<file path="src/rtl/plot_pkg.sv">
// Shared types and constants for the pixel-plot sink.
// Optional feature: PLOT_COLOUR_KEY_EN (transparent colour key).
package plot_pkg;

  localparam int X_W        = 8;
  localparam int Y_W        = 7;
  localparam int COL_W      = 3;
  localparam int H_RES      = 160;
  localparam int V_RES      = 120;
  localparam int ADDR_W     = 15;
  localparam int FIFO_DEPTH = 4;
  localparam int PTR_W      = $clog2(FIFO_DEPTH);
  localparam int LVL_W      = PTR_W + 1;

  localparam logic [COL_W-1:0] KEY_COLOUR = 3'b101;

  typedef struct packed {
    logic [ADDR_W-1:0] addr;
    logic [COL_W-1:0]  colour;
  } fb_entry_t;

  typedef enum logic {
    IDLE,
    WRITE
  } out_state_t;

  // y*160 + x built from shifts so no multiplier is needed
  function automatic logic [ADDR_W-1:0] xy_to_addr(
    input logic [X_W-1:0] x,
    input logic [Y_W-1:0] y
  );
    logic [ADDR_W-1:0] yy;
    yy = ADDR_W'(y);
    return (yy << 7) + (yy << 5) + ADDR_W'(x);
  endfunction

endpackage

</file>
<file path="src/rtl/plot_sink_if.sv">
// Plot stream and framebuffer write bus of the plot sink.
// master drives plots and acks; slave is the sink.
interface plot_sink_if;
  import plot_pkg::*;

  logic [X_W-1:0]    x;
  logic [Y_W-1:0]    y;
  logic [COL_W-1:0]  colour;
  logic              plot;
  logic              plot_ready;
  logic [ADDR_W-1:0] fb_addr;
  logic [COL_W-1:0]  fb_data;
  logic              fb_we;
  logic              fb_ack;

  modport master (
    output x, y, colour, plot, fb_ack,
    input  plot_ready, fb_addr, fb_data, fb_we
  );

  modport slave (
    input  x, y, colour, plot, fb_ack,
    output plot_ready, fb_addr, fb_data, fb_we
  );

endinterface

</file>
<file path="src/rtl/plot_fifo.sv">
// Pending-plot FIFO: synchronous, full/empty/level flags.
// Optional feature: none.
module plot_fifo
  import plot_pkg::*;
(
  input  logic             clk,
  input  logic             reset_n,
  input  logic             push,
  input  fb_entry_t        din,
  input  logic             pop,
  output fb_entry_t        dout,
  output logic             full,
  output logic             empty,
  output logic [LVL_W-1:0] level
);

  fb_entry_t        mem [FIFO_DEPTH];
  logic [PTR_W:0]   wr_q;
  logic [PTR_W:0]   rd_q;
  logic             do_push;
  logic             do_pop;

  assign level   = wr_q - rd_q;
  assign full    = (level == LVL_W'(FIFO_DEPTH));
  assign empty   = (level == '0);
  assign do_push = push & ~full;
  assign do_pop  = pop & ~empty;
  assign dout    = mem[rd_q[PTR_W-1:0]];

  always_ff @(posedge clk) begin
    if (!reset_n) begin
      wr_q <= '0;
      rd_q <= '0;
    end else begin
      if (do_push) wr_q <= wr_q + 1'b1;
      if (do_pop)  rd_q <= rd_q + 1'b1;
    end
  end

  always_ff @(posedge clk) begin
    if (do_push) mem[wr_q[PTR_W-1:0]] <= din;
  end

endmodule

</file>
<file path="src/rtl/plot_sink.sv">
// Validates plots, queues them and issues framebuffer writes.
// Optional feature: PLOT_COLOUR_KEY_EN drops plots of KEY_COLOUR.
module plot_sink
  import plot_pkg::*;
(
  input  logic       clk,
  input  logic       reset_n,
  plot_sink_if.slave bus,
  output logic       busy,
  output logic [7:0] drop_count
);

  out_state_t       state_q;
  out_state_t       state_d;
  fb_entry_t        out_q;
  fb_entry_t        din;
  fb_entry_t        dout;
  logic             rdy_q;
  logic             full;
  logic             empty;
  logic [LVL_W-1:0] level;
  logic             accept;
  logic             in_range;
  logic             keyed;
  logic             push;
  logic             drop;
  logic             pop;

  // keeps plot_ready low through reset and the reset edge itself
  always_ff @(posedge clk) begin
    if (!reset_n) rdy_q <= 1'b0;
    else          rdy_q <= 1'b1;
  end

  assign bus.plot_ready = rdy_q & ~full;
  assign accept   = bus.plot & bus.plot_ready;
  assign in_range = (bus.x < X_W'(H_RES)) &&
                    (bus.y < Y_W'(V_RES));

`ifdef PLOT_COLOUR_KEY_EN
  assign keyed = (bus.colour == KEY_COLOUR);
`else
  assign keyed = 1'b0;
`endif

  assign push = accept & in_range & ~keyed;
  assign drop = accept & ~in_range;
  assign din  = '{addr: xy_to_addr(bus.x, bus.y),
                  colour: bus.colour};

  plot_fifo u_fifo (
    .clk     (clk),
    .reset_n (reset_n),
    .push    (push),
    .din     (din),
    .pop     (pop),
    .dout    (dout),
    .full    (full),
    .empty   (empty),
    .level   (level)
  );

  always_ff @(posedge clk) begin
    if (!reset_n) state_q <= IDLE;
    else          state_q <= state_d;
  end

  always_comb begin
    state_d = state_q;
    pop     = 1'b0;
    unique case (state_q)
      IDLE: begin
        if (!empty) begin
          pop     = 1'b1;
          state_d = WRITE;
        end
      end
      WRITE: begin
        if (bus.fb_ack) begin
          if (!empty) pop     = 1'b1;
          else        state_d = IDLE;
        end
      end
      default: state_d = IDLE;
    endcase
  end

  always_ff @(posedge clk) begin
    if (!reset_n)  out_q <= '0;
    else if (pop)  out_q <= dout;
  end

  always_ff @(posedge clk) begin
    if (!reset_n)
      drop_count <= '0;
    else if (drop && drop_count != 8'hff)
      drop_count <= drop_count + 8'd1;
  end

  assign bus.fb_we   = (state_q == WRITE);
  assign bus.fb_addr = out_q.addr;
  assign bus.fb_data = out_q.colour;
  assign busy        = (level != '0) | bus.fb_we;

endmodule

</file>
<file path="src/flat_wrapper.sv">
// flat-port wrapper written by rule: the top's interface ports become plain ports
module plot_sink_flat import plot_pkg::*;
  (clk, reset_n, busy, drop_count, bus_x, bus_y, bus_colour, bus_plot, bus_fb_ack, bus_plot_ready, bus_fb_addr, bus_fb_data, bus_fb_we);
  plot_sink_if bus_i ();
  input  logic clk;
  input  logic reset_n;
  output logic busy;
  output logic [7:0] drop_count;
  input wire logic [$bits(bus_i.x)-1:0] bus_x;
  input wire logic [$bits(bus_i.y)-1:0] bus_y;
  input wire logic [$bits(bus_i.colour)-1:0] bus_colour;
  input wire logic [$bits(bus_i.plot)-1:0] bus_plot;
  input wire logic [$bits(bus_i.fb_ack)-1:0] bus_fb_ack;
  output wire logic [$bits(bus_i.plot_ready)-1:0] bus_plot_ready;
  output wire logic [$bits(bus_i.fb_addr)-1:0] bus_fb_addr;
  output wire logic [$bits(bus_i.fb_data)-1:0] bus_fb_data;
  output wire logic [$bits(bus_i.fb_we)-1:0] bus_fb_we;
  assign bus_i.x = bus_x;
  assign bus_i.y = bus_y;
  assign bus_i.colour = bus_colour;
  assign bus_i.plot = bus_plot;
  assign bus_i.fb_ack = bus_fb_ack;
  assign bus_plot_ready = bus_i.plot_ready;
  assign bus_fb_addr = bus_i.fb_addr;
  assign bus_fb_data = bus_i.fb_data;
  assign bus_fb_we = bus_i.fb_we;
  plot_sink u_core (.clk(clk), .reset_n(reset_n), .bus(bus_i), .busy(busy), .drop_count(drop_count));
endmodule
</file>
<file path="config.mk">
export PLATFORM = sky130hd
export DESIGN_NAME = plot_sink_flat
export DESIGN_NICKNAME = d
export VERILOG_FILES = /design/src/rtl/plot_pkg.sv /design/src/rtl/plot_sink_if.sv /design/src/rtl/plot_fifo.sv /design/src/rtl/plot_sink.sv /design/src/flat_wrapper.sv
export SDC_FILE = /design/constraint.sdc
export NUM_CORES = 1
export LEC_CHECK = 0
export BUFFER_PORTS_ARGS = -buffer_cell sky130_fd_sc_hd__buf_2
export CAP_MARGIN = 20
export CORE_MARGIN = 2
export CORE_UTILIZATION = 45
export CTS_BUF_LIST = sky130_fd_sc_hd__clkbuf_16
export CTS_CLUSTER_DIAMETER = 60
export DETAILED_ROUTE_END_ITERATION = 8
export GPL_TIMING_DRIVEN = 0
export PLACE_DENSITY = 0.66
export SYNTH_ARGS = -nofsm -noshare
export SYNTH_HDL_FRONTEND = slang
export SYNTH_SLANG_ARGS = --single-unit
</file>
<file path="constraint.sdc">
create_clock -name clk -period 3.2 [get_ports clk]
set_clock_uncertainty 0.05 [all_clocks]
set_input_delay 0.16 -clock clk [delete_from_list [all_inputs] [get_ports clk]]
set_output_delay 0.16 -clock clk [all_outputs]
set_load 0.03 [all_outputs]
</file>
==> impl_metrics.csv <==
group,metric,value,unit
run_status,outcome,"complete, no violations",
final_layout,finalNetCount,438,
grt,grt_antenna_before_repair,0,
drt,wire_length_on_met2,4250,µm
clock_tree,cts.clk_slew.worst_paths,0.06,ns
placed_design,gp_congestion,0.783,
final_layout,layout-area-overhead-vs-synth,18.4,%
die,coreArea,9730,µm²
logic_synthesis,synth_top_flop_cell,"sky130_fd_sc_hd__edfxtp_1",
logic_synthesis,synthesis.nets,367,
final_layout,drive_gt1_share,23.4,%
worst_setup_path,critical-path-top-delay-family,"simple AND/OR/NAND/NOR gates",
logic_synthesis,synth_edf_count,72,
power_and_ir_drop,power_frac_seq,43.1,%
die,die_w,104,µm
final_layout,post_layout_nonfiller_instances,531,
sta,totalNegativeSetupSlack,0,ns
grt,grt_util_all_layers,16.6,%
final_layout,multiInputGateArea,1560,µm²
flow_run,timing.max_cap.violations,0,
power_and_ir_drop,leakage,1.96,nW
grt,grt_pass1_vias,2746,
worst_setup_path,timing.critical_path.buf_inv,2,
drt,top_layer,"met4",
drt,detail_route.wirelength.met1,3700,µm
clock_tree,clock-sinks,106,
drt,met3_wirelength,371,µm
sta,worst-slew-pin-transition,0.689,ns
clock_tree,cts.path.max_buffers,2,
final_layout,final_core_utilization,54.8,%
logic_synthesis,mappedNetlistArea,4510,µm²
power_and_ir_drop,vdd.ir_drop.worst,0.000397,V
sta,final_period_utilization,91.1,%
sta,timing.slew.headroom,53.6,%
sta,minimum_hold_slack,0.0527,ns
placed_design,placement.setup.worst_slack,-0.113,ns
clock_tree,cts_made_buffers,9,
sta,total_count_of_max_transition_violations_in_the_final_report,0,
power_and_ir_drop,design_power_total,4.04,mW
die,io_pins,51,
clock_tree,post-cts-setup-buffer-count,0,
worst_setup_path,setup.worst_path.class,"reg2reg",
sta,setup_viol_count_final,0,
drt,detailed_routing_iterations_pass_1,4,
logic_synthesis,post_synth_inst_count,322,
logic_synthesis,synthTopCellsByArea,"sky130_fd_sc_hd__edfxtp_1 48%, sky130_fd_sc_hd__dfxtp_1 15%, sky130_fd_sc_hd__mux4_2 9.0%, sky130_fd_sc_hd__ha_1 5.8%, sky130_fd_sc_hd__o21ai_0 2.8%",
worst_setup_path,setup.worst_path.start_class,"flop",
power_and_ir_drop,power_frac_clock,25.9,%
worst_setup_path,crit_path_cell_trace,"clkbuf_1 > inv_1 > ha_1 > nor2b_1 > xnor2_2 > a31oi_1 > and2_2",
sta,post_route_setup_slack,0.284,ns
logic_synthesis,synth-seq-cells,106,
worst_setup_path,timing.critical_path.slowest_stage_cell,"sky130_fd_sc_hd__and2_2",
final_layout,number_of_inserted_diodes,0,
final_layout,area.sequential,2840,µm²
logic_synthesis,post-synth-top-area-fraction,48.0,%
drt,antenna_violating_nets_post_route,0,
die,floorplan.die_area,10800,µm²
final_layout,final_design_area_no_fill,5330,µm²
logic_synthesis,ys.warnings.count,0,
min_path,holdPathStages,3,
drt,drt-initial-drc-count,101,
grt,largest_net_degree_at_the_start_of_global_routing,19,
clock_tree,clock-root-buffer,"sky130_fd_sc_hd__clkbuf_16",
sta,max_freq,0.343,GHz
final_layout,fillerInstances,837,
worst_setup_path,setup_slack_of_the_most_critical_reg_to_reg_path,0.28,ns
die,row_count,36,
drt,via_per_inst,5.31,
clock_tree,clock_tree.htree_level_count,3,
drt,detail_route.drc_violations,0,
sta,final-hold-violation-count,0,
clock_tree,tritoncts,"built",
min_path,timing.hold.worst.class,"in2reg",
logic_synthesis,async_reset_ff_share,0,%
placed_design,placement.io_buffers,50,
sta,rsz_0062_raised_after_global_routing,"no",
die,initial_core_util,46.3,%
drt,wire_per_inst,15.9,µm
placed_design,hpwl,5790,µm
sta,period_minus_slack,2.92,ns
worst_setup_path,worst-path-max-fanout,18,
worst_setup_path,cp.required,3.13,ns
drt,postRouteWirelength,8440,µm
power_and_ir_drop,swShare,33.4,%
placed_design,placed_cell_count,506,
logic_synthesis,seq_area_frac_synth,63.1,%
grt,grt_pass1_wl,13800,µm
worst_setup_path,worstSetupEndpointType,"flop",
power_and_ir_drop,p_switching,1.35,mW
power_and_ir_drop,power.internal,2.69,mW
placed_design,postPlaceCellArea,4950,µm²
drt,vias,2817,
clock_tree,worst_skew_pair.late_latency,0.34,ns
worst_setup_path,worst-endpoint-arrival,2.84,ns
logic_synthesis,netlist.top_cell.by_area,"sky130_fd_sc_hd__edfxtp_1",
worst_setup_path,timing.rr.start,"u_core.u_fifo.rd_q[1]",
worst_setup_path,r2r.worst_path.cells,7,
min_path,hold_wc_startpoint,"bus_fb_ack",
power_and_ir_drop,share_comb_of_total_power,31.1,%
logic_synthesis,postSynthAreaPerCell,14.0,µm²
logic_synthesis,synth.distinct_cells,39,
min_path,holdPathEnd,"u_core.bus.fb_we",
grt,grt_remaining_overflow,0,
worst_setup_path,timing.rr.end,"u_core.u_fifo.mem[0][10]",
power_and_ir_drop,pwr_density_cell,758,nW/µm²
die,fp.dieH,104,µm
worst_setup_path,worst_path_largest_cell_delay,0.57,ns
-- power groups by stage --
stage / Sequential (mW) / Clock [mW] / Combinational (mW)
after CTS: 1.74 / 1.07 / 1.27
after floorplan: 2.00 / 0 / 0.664
after detailed placement: 1.77 / 0 / 1.26
after global placement: 1.76 / 0 / 1.22
final: 1.74 / 1.04 / 1.25
after global routing: 1.76 / 1.12 / 1.37
-- layer usage --
metal  vias up  global-route usage, %
li1       1360                      -
met1      1375                   20.4
met2        75                   28.2
met3         7                   4.64
met4         0                   5.60
met5         -                      0
-- repair_timing --
item,in CTS,in global routing
resized for setup,3,0
setup endpoints to repair,54,0
hold endpoints to repair,33,0
hold buffers,9,0
-- tightest hold or removal path, delay by kind of cell --
kind	cells	cell delay (ns)
buffers and inverters	1	0.07
and+or+nand+nor	1	0.10
AOI/OAI and AO/OA	1	0.06
-- state kept, by name, summed over array words and instances, names as in the netlist --
name                flops
u_core.u_fifo.mem      72
u_core.bus.fb_addr     15
u_core.drop_count       8
u_core.bus.fb_data      3
u_core.u_fifo.rd_q      3
u_core.u_fifo.wr_q      3
u_core.bus.fb_we        1
u_core.rdy_q            1
-- area by class of cell --
cell class	instances	area share, %
Inverter	16	1.13
Multi-Input combinational cell	184	29.2
Clock buffer	9	4.22
Timing Repair Buffer	60	6.66
Clock inverter	7	1.10
Tap cell	133	3.12
Sequential cell	106	53.3
Buffer	16	1.22
-- placed cells by master, fill, tap and decap left out, types with 6 or more instances in the layout --
cell and instances:
sky130_fd_sc_hd__nand3_1 24, sky130_fd_sc_hd__nand2_1 25, sky130_fd_sc_hd__buf_2 54, sky130_fd_sc_hd__inv_1 16
sky130_fd_sc_hd__o21ai_0 25, sky130_fd_sc_hd__nor2_1 7, sky130_fd_sc_hd__dlygate4sd3_1 9, sky130_fd_sc_hd__edfxtp_1 72
sky130_fd_sc_hd__a21oi_1 10, sky130_fd_sc_hd__xnor2_1 6, sky130_fd_sc_hd__dfxtp_1 34, sky130_fd_sc_hd__clkbuf_16 9
sky130_fd_sc_hd__clkbuf_1 11, sky130_fd_sc_hd__ha_1 21, sky130_fd_sc_hd__mux4_2 18
-- synthesized netlist by cell type (2+ instances only) --
cell and n:
sky130_fd_sc_hd__a21o_1 2, sky130_fd_sc_hd__a21oi_1 10, sky130_fd_sc_hd__a31oi_1 2, sky130_fd_sc_hd__and2_1 3, sky130_fd_sc_hd__and3_1 2, sky130_fd_sc_hd__buf_2 4
sky130_fd_sc_hd__clkbuf_1 11, sky130_fd_sc_hd__dfxtp_1 34, sky130_fd_sc_hd__edfxtp_1 72, sky130_fd_sc_hd__fa_1 2, sky130_fd_sc_hd__ha_1 21, sky130_fd_sc_hd__inv_1 16
sky130_fd_sc_hd__mux2i_1 2, sky130_fd_sc_hd__mux4_2 18, sky130_fd_sc_hd__nand2_1 25, sky130_fd_sc_hd__nand2b_1 3, sky130_fd_sc_hd__nand3_1 24, sky130_fd_sc_hd__nand4_1 3
sky130_fd_sc_hd__nor2_1 7, sky130_fd_sc_hd__o21ai_0 25, sky130_fd_sc_hd__o21bai_1 3, sky130_fd_sc_hd__o31ai_1 2, sky130_fd_sc_hd__o41ai_1 3, sky130_fd_sc_hd__or3_1 3
sky130_fd_sc_hd__or4_1 3, sky130_fd_sc_hd__xnor2_1 6, sky130_fd_sc_hd__xnor2_2 2, sky130_fd_sc_hd__xor2_1 3
-- worst max-delay path by stage --
stage,startpoint,to,slack (ns),cells past startpoint
3_5_place_dp,u_core.u_fifo.rd_q[1],u_core.u_fifo.mem[0][4],-0.11,7
2_1_floorplan,u_core.u_fifo.rd_q[1],u_core.u_fifo.mem[3][0],0.54,6
4_1_cts,u_core.u_fifo.rd_q[1],u_core.u_fifo.mem[0][10],0.21,7
6_report,u_core.u_fifo.rd_q[1],u_core.u_fifo.mem[0][10],0.28,7
3_3_place_gp,u_core.u_fifo.rd_q[1],u_core.u_fifo.mem[3][4],-0.48,6
5_1_grt,u_core.u_fifo.rd_q[1],u_core.u_fifo.mem[0][10],0.04,7
-- logic make-up after synthesis --
kind of cell,synth area share (%)
adders and majority gates,6.72
xor gates and xnor gates,2.47
DFF,63.1
and+or+nand+nor,8.50
AOI/OAI and AO/OA,7.00
muxes,9.44
buffers and inverters,2.78
Power figures use the tool's default switching activity.
